**src/rtl/mux9_scan_pkg.sv**
```systemverilog
// Shared types and helpers for the 9:1 mux scan sequencer: channel count,
// FSM states and the channel-to-select encoding of the 8:1 + 2:1 mux tree.
package mux9_scan_pkg;

  localparam int NUM_CH = 9;

  typedef enum logic [1:0] {
    IDLE   = 2'd0,
    SETTLE = 2'd1,
    SAMPLE = 2'd2,
    HOLD   = 2'd3
  } scan_state_t;

  localparam logic [3:0] SEL_IDLE = 4'b0000;

  // Channel 8 is reached through the 2:1 stage (s3); 0..7 go through the 8:1 stage.
  function automatic logic [3:0] chan_to_sel(input logic [3:0] idx);
    return (idx == 4'd8) ? 4'b1000 : {1'b0, idx[2:0]};
  endfunction

endpackage

```
**src/rtl/mux9_next_chan.sv**
```systemverilog
// Combinational search for the lowest enabled channel strictly above cur_idx,
// or the lowest enabled channel overall when first is set.
module mux9_next_chan
  import mux9_scan_pkg::*;
(
  input  logic [NUM_CH-1:0] mask,
  input  logic [3:0]        cur_idx,
  input  logic              first,
  output logic [3:0]        nxt_idx,
  output logic              found
);

  // Descending scan so the lowest qualifying channel is the last one written.
  always_comb begin
    nxt_idx = 4'd0;
    found   = 1'b0;
    for (int c = NUM_CH - 1; c >= 0; c--) begin
      if (mask[c] && (first || (4'(c) > cur_idx))) begin
        nxt_idx = 4'(c);
        found   = 1'b1;
      end
    end
  end

endmodule

```
**src/rtl/mux9_scan_sequencer.sv**
```systemverilog
// Scans enabled mux channels (SETTLE_CYCLES+1 cycles each) into a 9-bit frame with valid/ready output;
// frame held until accepted. Optional continuous rescan with overrun flag under MUX9_SCAN_CONTINUOUS_EN.
module mux9_scan_sequencer
  import mux9_scan_pkg::*;
#(
  parameter int SETTLE_CYCLES = 2,
  parameter int CNT_W         = 4
) (
  input  logic              clk,
  input  logic              rst_n,
  input  logic              start,
  input  logic [NUM_CH-1:0] chan_mask,
  input  logic              mux_in,
  output logic [3:0]        sel,
  output logic              busy,
  output logic [NUM_CH-1:0] frame,
  output logic              frame_valid,
  input  logic              frame_ready
`ifdef MUX9_SCAN_CONTINUOUS_EN
  ,
  input  logic              continuous,
  output logic              overrun
`endif
);

  localparam logic [CNT_W-1:0] CNT_LAST = CNT_W'(SETTLE_CYCLES - 1);

  scan_state_t       state_q, state_d;
  logic [3:0]        sel_q, sel_d;
  logic [CNT_W-1:0]  cnt_q, cnt_d;
  logic [3:0]        idx_q, idx_d;
  logic [NUM_CH-1:0] mask_q, mask_d;
  logic [NUM_CH-1:0] shadow_q, shadow_d;
  logic [NUM_CH-1:0] frame_q, frame_d;
  logic              frame_valid_q, frame_valid_d;
  logic              overrun_q, overrun_d;
  logic [NUM_CH-1:0] shadow_fin;

  logic [3:0] next_idx, first_idx;
  logic       next_found, first_found;

  // Next channel within the latched mask, and first channel of a freshly latched mask.
  mux9_next_chan u_next (
    .mask    (mask_q),
    .cur_idx (idx_q),
    .first   (1'b0),
    .nxt_idx (next_idx),
    .found   (next_found)
  );

  mux9_next_chan u_first (
    .mask    (chan_mask),
    .cur_idx (4'd0),
    .first   (1'b1),
    .nxt_idx (first_idx),
    .found   (first_found)
  );

  always_comb begin
    state_d       = state_q;
    sel_d         = sel_q;
    cnt_d         = cnt_q;
    idx_d         = idx_q;
    mask_d        = mask_q;
    shadow_d      = shadow_q;
    frame_d       = frame_q;
    frame_valid_d = frame_valid_q & ~frame_ready;
    overrun_d     = 1'b0;
    shadow_fin    = shadow_q;

    case (state_q)
      IDLE: begin
        if (start) begin
          mask_d   = chan_mask;
          shadow_d = '0;
          cnt_d    = '0;
          if (first_found) begin
            state_d = SETTLE;
            idx_d   = first_idx;
            sel_d   = chan_to_sel(first_idx);
          end else begin
            state_d       = HOLD;
            sel_d         = SEL_IDLE;
            frame_d       = '0;
            frame_valid_d = 1'b1;
          end
        end
      end

      SETTLE: begin
        if (cnt_q == CNT_LAST) begin
          state_d = SAMPLE;
        end else begin
          cnt_d = cnt_q + 1'b1;
        end
      end

      SAMPLE: begin
        shadow_fin[idx_q] = mux_in;
        shadow_d          = shadow_fin;
        if (next_found) begin
          state_d = SETTLE;
          idx_d   = next_idx;
          sel_d   = chan_to_sel(next_idx);
          cnt_d   = '0;
        end else begin
          // Frame complete: publish the shadow including this cycle's sample.
          frame_d       = shadow_fin;
          frame_valid_d = 1'b1;
          state_d       = HOLD;
          sel_d         = SEL_IDLE;
`ifdef MUX9_SCAN_CONTINUOUS_EN
          overrun_d = frame_valid_q & ~frame_ready;
          if (continuous) begin
            mask_d   = chan_mask;
            shadow_d = '0;
            cnt_d    = '0;
            if (first_found) begin
              state_d = SETTLE;
              idx_d   = first_idx;
              sel_d   = chan_to_sel(first_idx);
            end
          end
`endif
        end
      end

      HOLD: begin
        if (frame_ready) begin
          state_d = IDLE;
        end
      end

      default: begin
        state_d = IDLE;
        sel_d   = SEL_IDLE;
      end
    endcase
  end

  always_ff @(posedge clk) begin
    if (!rst_n) begin
      state_q       <= IDLE;
      sel_q         <= SEL_IDLE;
      cnt_q         <= '0;
      idx_q         <= 4'd0;
      mask_q        <= '0;
      shadow_q      <= '0;
      frame_q       <= '0;
      frame_valid_q <= 1'b0;
      overrun_q     <= 1'b0;
    end else begin
      state_q       <= state_d;
      sel_q         <= sel_d;
      cnt_q         <= cnt_d;
      idx_q         <= idx_d;
      mask_q        <= mask_d;
      shadow_q      <= shadow_d;
      frame_q       <= frame_d;
      frame_valid_q <= frame_valid_d;
      overrun_q     <= overrun_d;
    end
  end

  assign sel         = sel_q;
  assign busy        = (state_q != IDLE);
  assign frame       = frame_q;
  assign frame_valid = frame_valid_q;

`ifdef MUX9_SCAN_CONTINUOUS_EN
  assign overrun = overrun_q;
`else
  logic unused_overrun;
  assign unused_overrun = overrun_q;
`endif

endmodule

```
**config.mk**
```make
export PLATFORM = sky130hd
export DESIGN_NAME = mux9_scan_sequencer
export DESIGN_NICKNAME = d
export VERILOG_FILES = /design/src/rtl/mux9_scan_pkg.sv /design/src/rtl/mux9_next_chan.sv /design/src/rtl/mux9_scan_sequencer.sv
export SDC_FILE = /design/constraint.sdc
export NUM_CORES = 1
export LEC_CHECK = 0
export CORE_UTILIZATION = 50
export CTS_CLUSTER_SIZE = 10
export DETAILED_ROUTE_END_ITERATION = 10
export GPL_TIMING_DRIVEN = 1
export PLACE_DENSITY = 0.76
export SYNTH_ARGS = -nofsm -noshare
export SYNTH_HDL_FRONTEND = slang
export SYNTH_SLANG_ARGS = --single-unit
```
**constraint.sdc**
```tcl
create_clock -name clk -period 2.2 [get_ports clk]
set_clock_uncertainty 0.2 [all_clocks]
set_input_delay 0.66 -clock clk [delete_from_list [all_inputs] [get_ports clk]]
set_output_delay 0.66 -clock clk [all_outputs]
set_load 0.02 [all_outputs]
```
==> results of run 1 <==
cells in the mapped netlist, types with 2 or more instances:
master    number  area share, %
a211oi_2       2            1.1
a32oi_1        2           0.77
or4_4          2           0.99
clkbuf_1      10            1.6
buf_2          3           0.66
mux2i_1        9            3.9
nor2b_1        4            1.1
o21ai_2        9            3.5
nand2b_1       7            1.9
dfxtp_1       41             36
ha_1           2            1.1
a211oi_1       5            1.6
a311oi_1       2           0.77
nor4b_1        4            1.5
nor2_1        38            6.2
o21ai_0        9            2.0
o21a_1         2           0.66
inv_1         17            2.8
a21o_1         3           0.99
nand4_1        4            1.1
nor4bb_1       4            1.8
nand2_1       29            4.8
buf_6          4            2.0
a21oi_1       36            7.9
a31oi_1        3           0.82
o21bai_1       4            1.3
worst max-delay path: stages:
cell and delay, ps:
buf_6 90, or4_4 580, nor3_4 260, a31oi_4 140, a22oi_4 220, clkbuf_16 200
o21ai_2 50
path summary, 6_finish.rpt:
path,start,slack [ps],cells past startpoint,end
min,frame[3]$_SDFFE_PN0P_,260,2,frame[3]$_SDFFE_PN0P_
max,chan_mask[7],6,7,frame[8]$_SDFFE_PN0P_
max reg2reg,idx_q[1]$_SDFFE_PN0P_,110,5,idx_q[0]$_SDFFE_PN0P_
min reg2reg,frame[3]$_SDFFE_PN0P_,260,2,frame[3]$_SDFFE_PN0P_
power groups by stage:
stage,logic (mW),clock network [mW],registers (mW)
floorplan,0.441,0,0.867
CTS,0.693,0.506,0.848
global route,0.750,0.546,0.858
finish,0.694,0.492,0.850
detailed placement,0.675,0,0.865
global placement,0.658,0,0.863
metal layers:
metal  vias to the layer above  part of all wire, %  global-route usage, %
met3                        12                  4.5                   6.40
met4                         0                  1.7                   10.2
met5                         -                    0                      0
met2                        47                   50                   39.3
li1                       1067                    -                      -
met1                       992                   44                   29.8
registers in the layout, summed over array words and instances, names as in the netlist:
name	count
state_q	2
shadow_q	9
idx_q	4
mask_q	8
sel	4
cnt_q	4
frame_valid	1
frame	9
kinds of logic (layout without fill, tap and decap cells):
group                      count (synthesis)  after routing  synth area share (%)
AOI/OAI and AO/OA                         87             87                  27.2
adders and majority gates                  2              2                  1.10
buffers and inverters                     36             84                  7.84
DFF                                       41             41                  35.9
muxes                                      9              9                  3.95
and+or+nand+nor                          102            102                  24.0
cell type report:
class,count,area share [%]
clock buffer,7,3.02
inverter,18,2.37
timing repair buffer,59,18.1
multi-input combinational,200,45.5
tap,52,2.28
sequential,41,28.7
through the flow:
step                      utilization (%)  area (um2)  hold slack [ps]  std cells
after floorplan                         -        2280              225        277
after global placement               62.7        2750              241        368
after detailed placement             62.7        2750              245        368
after CTS                            65.2        2860              262        377
after global routing                 65.2        2860              284        377
final                                65.2        2860              262        377
what timing repair did:
action,in CTS,in global routing
gates resized for setup,29,4
gates cloned,1,0
buffers inserted,1,0
pin swaps,5,5
endpoints found under the setup margin,16,10
==> summary.md, run 1 <==
| Metric | Value |
|---|---|
| Fraction of layout instances using a drive strength above 1 | 21.2% |
| Setup TNS | 0 ps |
| Die ar. | 4840 um2 |
| Max cap viols | 0 |
| Clock share of power | 24.2% |
| P_int | 1.35 mW |
| Hold crit path type | flop to flop |
| Routability congestion estimate | 0.835 |
| CP Capture Type | flop |
| Endpoints failing setup | 0 |
| First-pass GRT wire length | 9210 um |
| Total power | 2.04 mW |
| Area Growth Syn to Fin | 25.1% |
| Leakage power | 1.05 nW |
| Post-synth EDFFs | 0 |
| # H-tree levels | 2 |
| Total count of hold-check failures in the final report | 0 |
| RSZ-0062 raised after global routing | true |
| Cell Area, Synth | 2280 um2 |
| Largest net degree at the start of global routing | 28 |
| Vias in the first global route | 1935 |
| Max_slew headroom | 65.7% |
| Main flop type after synthesis | dfxtp_1 |
| Clock tree buffer depth | 2 |
| Fmax | 456 MHz |
| Peak VDD IR | 0.489 mV |
| Clock Pin Slew Worst Setup and Hold Paths | 70 ps |
| Die width | 69.6 um |
| WL final | 5600 um |
| Chip height | 69.6 um |
| Sequential Power Share | 41.8% |
| FP Rows | 24 |
| Slew Limit Fails | 0 |
| Clk Latency, worst-skew pair | 290 ps |
| Sw frac | 33.9% |
| Period minus WS final | 2190 ps |
| Gr ovfl total | 0 |
| Net Sw Power | 690 uW |
| Synth Instances | 277 |
| Mapped Avg Cell Area | 8.24 um2 |
| PortBufs | 28 |
| Cell variety after synth | 48 |
| Fin nets | 341 |
| IO Pins | 29 |
| Period utilization | 99.7% |
| Fin worst setup slack | 6.17 ps |
| Global Route Usage Sum | 24.0% |
| CTS buffer count | 5 |
| WL/cell | 14.9 um |
| Initial Util | 52.1% |
| Flops & latches, synth | 41 |
| Yosys warning total | 0 |
| CTS sink cnt | 41 |
| Dpl hpwl | 3930 um |
| Reg area | 821 um2 |
| CTS tree | done |
| Detailed-route via count | 2118 |
| Clk root buf | clkbuf_8 |
| Least-Margin Pin Slew | 514 ps |
| Hold_buf cts | 0 |
| Arrival time worst endpoint | 2190 ps |
| Crit Path Category | input pin to flop |
| First drt pass iteration count | 4 |
| Ant. Diodes | 0 |
| Combinational share of power | 34.1% |
| Post-route ant nets | 0 |
| Outcome | completed |
| Worst EP required | 2190 ps |
| Multi-input gate area | 1300 um2 |
| Commonest non-fill, non-tap cell in the layout | dfxtp_1 |
| Vias per cell | 5.62 |
| Initial antenna violation count | 0 |
| Most frequent cells in the layout | 41 x dfxtp_1, 38 x nor2_1, 36 x a21oi_1 |
| 1st-iter DRT viols | 191 |
| Pre-CTS WS | -554 ps |
| Drt drc | 0 |
| Syn_nets | 293 |
| Seq/Total Area, Yosys | 35.9% |
| PD cells | 713 nW/um2 |
| Post-synth ARST share | 0% |
| CP startpoint kind | input pin |
| Fillers | 411 |
| Crit-path max FO | 4 |
| Core area | 4380 um2 |
Note: power is estimated with default switching activity, not from simulation.
==> run 2: changes to the inputs <==
Settings changed: CELL_PAD_IN_SITES_DETAIL_PLACEMENT set to 0, CELL_PAD_IN_SITES_GLOBAL_PLACEMENT set to 1, CORE_UTILIZATION 50 to 37, PLACE_DENSITY 0.76 to not set, PLACE_DENSITY_LB_ADDON set to 0.1.
==> summary.md, run 2 (synthesized netlist as in run 1, its figures left out) <==
| Metric | Value |
|---|---|
| Outcome | completed |
| Worst path slowest cell | or4_4 |
| CTS tree | done |
| Detailed-route via count | 2084 (-1.6%) |
| Initial antenna violation count | 0 (unchanged) |
| Fraction of layout instances using a drive strength above 1 | 23.3% (+2.0 points) |
| WL final | 5900 um (+5.3%) |
| Flop2flop setup slack | 90 ps (-20 ps) |
| Gr ovfl total | 0 (unchanged) |
| First drt pass iteration count | 7 (+3) |
| PD cells | 705 nW/um2 (-1.2%) |
| Largest net degree at the start of global routing | 21 (-25%) |
| PortBufs | 28 (unchanged) |
| Core area | 5920 um2 (+35%) |
| Endpoints failing setup | 0 (unchanged) |
| Crit Path Category | input pin to flop |
| Global Route Usage Sum | 20.0% (-4.0 points) |
| Worst EP required | 2180 ps (about the same) |
| Top delay family on crit path | simple AND/OR/NAND/NOR gates |
| Peak VDD IR | 0.323 mV (-34%) |
| Critical Path Max Stage Delay | 570 ps (about the same) |
| Period minus WS final | 2170 ps (-22.2 ps) |
| Drt drc | 0 (unchanged) |
| CP Capture Type | flop |
| Most frequent cells in the layout | 39 x dfxtp_1, 37 x nor2_1, 36 x a21oi_1 |
| Clk root buf | clkbuf_8 |
| Post-layout util | 49.9% (-15 points) |
| Arrival time worst endpoint | 2160 ps (-30 ps) |
| CTS buffer count | 5 (unchanged) |
| Initial Util | 38.6% (-14 points) |
| Cells along the critical path | buf_6 > or4_4 > nor3_4 > a31oi_2 > a22oi_4 > buf_12 > o21ai_2 |
| CP startpoint kind | input pin |
| Reg area | 823 um2 (+0.30%) |
| Least-Margin Pin Slew | 443 ps (-70.6 ps) |
| Fin Hold WS | 259 ps (-2.60 ps) |
| Fillers | 602 (+46%) |
| WL/cell | 14.5 um (-2.2%) |
| Multi-input gate area | 1300 um2 (+0.29%) |
| Die width | 80.6 um (+16%) |
| Routability congestion estimate | 0.779 (-6.7%) |
| Total power | 2.08 mW (+2.1%) |
| Chip height | 80.6 um (+16%) |
| FP Rows | 28 (+17%) |
| # H-tree levels | 2 (unchanged) |
| Crit-path max FO | 5 (+1) |
| CTS sink cnt | 41 (unchanged) |
| Max cap viols | 0 (unchanged) |
| Ant. Diodes | 0 (unchanged) |
| Die ar. | 6490 um2 (+34%) |
| Fin area | 2950 um2 (+3.3%) |
| Commonest non-fill, non-tap cell in the layout | dfxtp_1 |
| Total count of hold-check failures in the final report | 0 (unchanged) |
| Placed cell area | 2810 um2 (+2.1%) |
| Fin nets | 347 (+1.8%) |
| First-pass GRT wire length | 9970 um (+8.2%) |
| Max_slew headroom | 70.4% (+4.7 points) |
| Fmax | 460 MHz (+1.0%) |
| Clock Pin Slew Worst Setup and Hold Paths | 70 ps (about the same) |
| Area Growth Syn to Fin | 29.3% |
| RSZ-0062 raised after global routing | true |
| Slew Limit Fails | 0 (unchanged) |
| Clk Latency, worst-skew pair | 290 ps (about the same) |
| CP bufs+invs | 2 (unchanged) |
| Hold crit path type | flop to flop |
| 1st-iter DRT viols | 102 (-47%) |
| Clock tree buffer depth | 2 (unchanged) |
| Vias per cell | 5.13 (-8.6%) |
| Dpl hpwl | 4210 um (+7.0%) |
| Leakage power | 1.09 nW (+3.4%) |
| Period utilization | 98.7% (-1.0 points) |
| IO Pins | 29 (unchanged) |
| Vias in the first global route | 1977 (+2.2%) |
| Post-route ant nets | 0 (unchanged) |
-- run 2: area by class of cell --
| type | instances | share of cell area, % |
|---|---|---|
| multi-input cells | 200 | 44.1 |
| flip-flops and latches | 41 | 27.9 |
| repair buffers | 65 | 19.6 |
| well taps | 75 | 3.18 |
| clock buffers | 7 | 2.92 |
| inverters | 18 | 2.29 |
-- run 2: worst reg2reg max path, cell delays in order, from the launching register on --
cell      delay (ps)
dfxtp_1          420
or3b_4           450
a41o_4           300
and3_1           260
nor3_2           230
a311oi_1         110
-- run 2: stage by stage --
step	setup slack (ps)	std cells	setup TNS (ps)
3_3_place_gp	-534	395	-8280
4_1_cts	-0.395	406	-0.395
6_report	28.4	406	0
3_5_place_dp	-543	395	-8400
5_1_grt	-30.3	406	-180
2_1_floorplan	-51.1	277	-460
-- run 2: what timing repair did --
item                                    in CTS  in global routing
cloned                                       1                  0
pin swaps                                    6                  6
endpoints found under the setup margin      18                 13
setup buffers                                3                  0
gates resized for setup                     32                  7
hold buffers                                 0                  0
-- run 2: worst paths after layout --
kind,start,end,cells after the start
max reg2reg,idx_q[0]$_SDFFE_PN0P_,idx_q[0]$_SDFFE_PN0P_,5
max,chan_mask[6],frame[2]$_SDFFE_PN0P_,7
min,mask_q[8]$_SDFFE_PN0P_,mask_q[8]$_SDFFE_PN0P_,2
min reg2reg,mask_q[8]$_SDFFE_PN0P_,mask_q[8]$_SDFFE_PN0P_,2
-- run 2: power by group --
part | internal [mW] | switching, mW
Clock | 0.249 | 0.250
Sequential | 0.796 | 0.0612
Combinational | 0.335 | 0.388
Total | 1.38 | 0.700
-- run 2: routing by layer --
layer	track usage [%]	vias to the layer above	share of wire [%]
met1	26.5	947	48
met2	32.9	44	46
li1	-	1085	-
met3	3.64	8	4.4
met4	5.36	0	1.4
met5	0	-	0
==> run 3: changes to the inputs <==
Settings changed: SETUP_SLACK_MARGIN set to 0.4.
==> summary.md, run 3 (synthesized netlist as in run 1, its figures left out) <==
| Metric | Value |
|---|---|
| Initial antenna violation count | 0 (unchanged) |
| Worst path slowest cell | or4_4 |
| Clock Pin Slew Worst Setup and Hold Paths | 80 ps (about the same) |
| Die width | 80.6 um (unchanged) |
| Net Sw Power | 823 uW (+18%) |
| Initial Util | 38.6% (unchanged) |
| First-pass GRT wire length | 10600 um (+6.3%) |
| Critical Path Max Stage Delay | 550 ps (-20 ps) |
| Arrival time worst endpoint | 2140 ps (-20 ps) |
| Slew Limit Fails | 0 (unchanged) |
| Clk Latency, worst-skew pair | 300 ps (about the same) |
| Most frequent cells in the layout | 38 x buf_4, 35 x dfxtp_1, 33 x nor2_1 |
| Clock share of power | 24.7% (+0.7 points) |
| CTS tree | done |
| Post-route ant nets | 0 (unchanged) |
| Fraction of layout instances using a drive strength above 1 | 42.3% (+19 points) |
| Routability congestion estimate | 0.782 (+0.28%) |
| FP Rows | 28 (unchanged) |
| Fillers | 557 (-7.5%) |
| Setup TNS | 0 ps (unchanged) |
| Area Growth Syn to Fin | 46.5% |
| Outcome | completed |
| Sequential Power Share | 35.9% (-5.3 points) |
| Core area | 5920 um2 (unchanged) |
| Total count of hold-check failures in the final report | 0 (unchanged) |
| Sw frac | 34.2% (+0.51 points) |
| Dpl hpwl | 4370 um (+3.8%) |
| 1st-iter DRT viols | 137 (+34%) |
| Detailed-route via count | 2191 (+5.1%) |
| WL final | 6420 um (+8.8%) |
| Largest net degree at the start of global routing | 28 (+33%) |
| Vias per cell | 5.22 (+1.6%) |
| Combinational share of power | 39.4% (+4.6 points) |
| Met3 wire len | 215 um (-18%) |
| Crit-path max FO | 5 (unchanged) |
| CTS buffer count | 5 (unchanged) |
| Endpoints failing setup | 0 (unchanged) |
| RSZ-0062 raised after global routing | true |
| Ant. Diodes | 0 (unchanged) |
| Gr ovfl total | 0 (unchanged) |
| PD cells | 720 nW/um2 (+2.3%) |
| Total power | 2.41 mW (+16%) |
| CP Capture Type | flop |
| Max cap viols | 0 (unchanged) |
| CP startpoint kind | input pin |
| Peak VDD IR | 0.352 mV (+8.9%) |
| Clock tree buffer depth | 2 (unchanged) |
| Max_slew headroom | 74.3% (+3.9 points) |
| Global Route Usage Sum | 21.2% (+1.2 points) |
| Cells along the critical path | buf_6 > or4_4 > nor3_4 > a31oi_4 > a22oi_4 > buf_12 > o21ai_2 |
| First drt pass iteration count | 4 (-3) |
| PortBufs | 28 (unchanged) |
| Clk root buf | clkbuf_8 |
| Chip height | 80.6 um (unchanged) |
| Fin worst setup slack | 50.6 ps (+22.3 ps) |
| Period minus WS final | 2150 ps (-22.3 ps) |
| Drt drc | 0 (unchanged) |
| Commonest non-fill, non-tap cell in the layout | buf_4 |
| Vias in the first global route | 2196 (+11%) |
| Leakage power | 1.24 nW (+14%) |
| IO Pins | 29 (unchanged) |
| Hold_buf cts | 0 (unchanged) |
| Fin area | 3340 um2 (+13%) |
| Fin Hold WS | 256 ps (-3.78 ps) |
| CTS sink cnt | 41 (unchanged) |
| Hold crit path type | flop to flop |
| Worst EP required | 2190 ps (about the same) |
| WL/cell | 15.3 um (+5.1%) |
| Top delay family on crit path | simple AND/OR/NAND/NOR gates |
| Crit Path Category | input pin to flop |
| Met1 WL | 2980 um (+4.5%) |
| P_int | 1.59 mW (+15%) |
| Placed cell area | 2830 um2 (+0.94%) |
| Uppermost layer routed | met4 |
| Pre-CTS WS | -593 ps (-49.8 ps) |
| Fin nets | 361 (+4.0%) |
| Period utilization | 97.7% (-1.0 points) |
| Die ar. | 6490 um2 (unchanged) |
| Fmax | 465 MHz (+1.0%) |
| Least-Margin Pin Slew | 384 ps (-59.2 ps) |
| # H-tree levels | 2 (unchanged) |
| CP bufs+invs | 2 (unchanged) |
| Met2 wire length | 3150 um (+17%) |
[run 3: worst paths after layout]
path                                        startpoint                endpoint  slack (ps)  cells past startpoint
worst min-delay path            mask_q[8]$_SDFFE_PN0P_  mask_q[8]$_SDFFE_PN0P_         260                      2
worst max register to register   idx_q[1]$_SDFFE_PN0P_  frame_valid$_SDFF_PN0_         230                      6
worst max-delay path                      chan_mask[1]   frame[3]$_SDFFE_PN0P_          50                      7
worst min register to register  mask_q[8]$_SDFFE_PN0P_  mask_q[8]$_SDFFE_PN0P_         260                      2
[run 3: metal layers]
metal / vias to the layer above / global-route usage (%)
li1: 1105 / -
met1: 1041 / 26.7
met2: 36 / 37.5
met3: 9 / 3.18
met4: 0 / 5.18
met5: - / 0
[run 3: power groups by stage]
stage	logic, mW	registers [mW]	clock network, mW
2_1_floorplan	0.448	0.867	0
3_3_place_gp	0.728	0.868	0
3_5_place_dp	0.731	0.868	0
4_1_cts	0.850	0.861	0.618
5_1_grt	1.03	0.872	0.636
6_report	0.950	0.864	0.595
[run 3: metrics by stage]
| step | instances | util (%) |
|---|---|---|
| after floorplan | 277 | - |
| after global placement | 397 | 47.8 |
| after detailed placement | 397 | 47.8 |
| after CTS | 416 | 53.6 |
| after global routing | 420 | 56.5 |
| final | 420 | 56.5 |
[run 3: final cells by class]
| class | instances | area [um2] | area share (%) |
|---|---|---|---|
| Inverter | 18 | 67.6 | 2.02 |
| Clock buffer | 5 | 68.8 | 2.06 |
| Timing Repair Buffer | 79 | 704 | 21.1 |
| Multi-Input combinational cell | 200 | 1540 | 46.1 |
| Sequential cell | 41 | 833 | 24.9 |
| Clock inverter | 2 | 35.0 | 1.05 |
| Tap cell | 75 | 93.8 | 2.81 |
[run 3: worst min-delay path, delay by kind of cell (launching register included)]
kind / cells / cell delay (ps)
and+or+nand+nor: 1 / 50
DFF: 1 / 310
AOI/OAI and AO/OA: 1 / 50
[run 3: what timing repair did]
action,in CTS,in global routing
buffers inserted,11,4
resized for setup,115,46
pin swaps,22,15
endpoints found under the setup margin,55,42
cloned,1,0
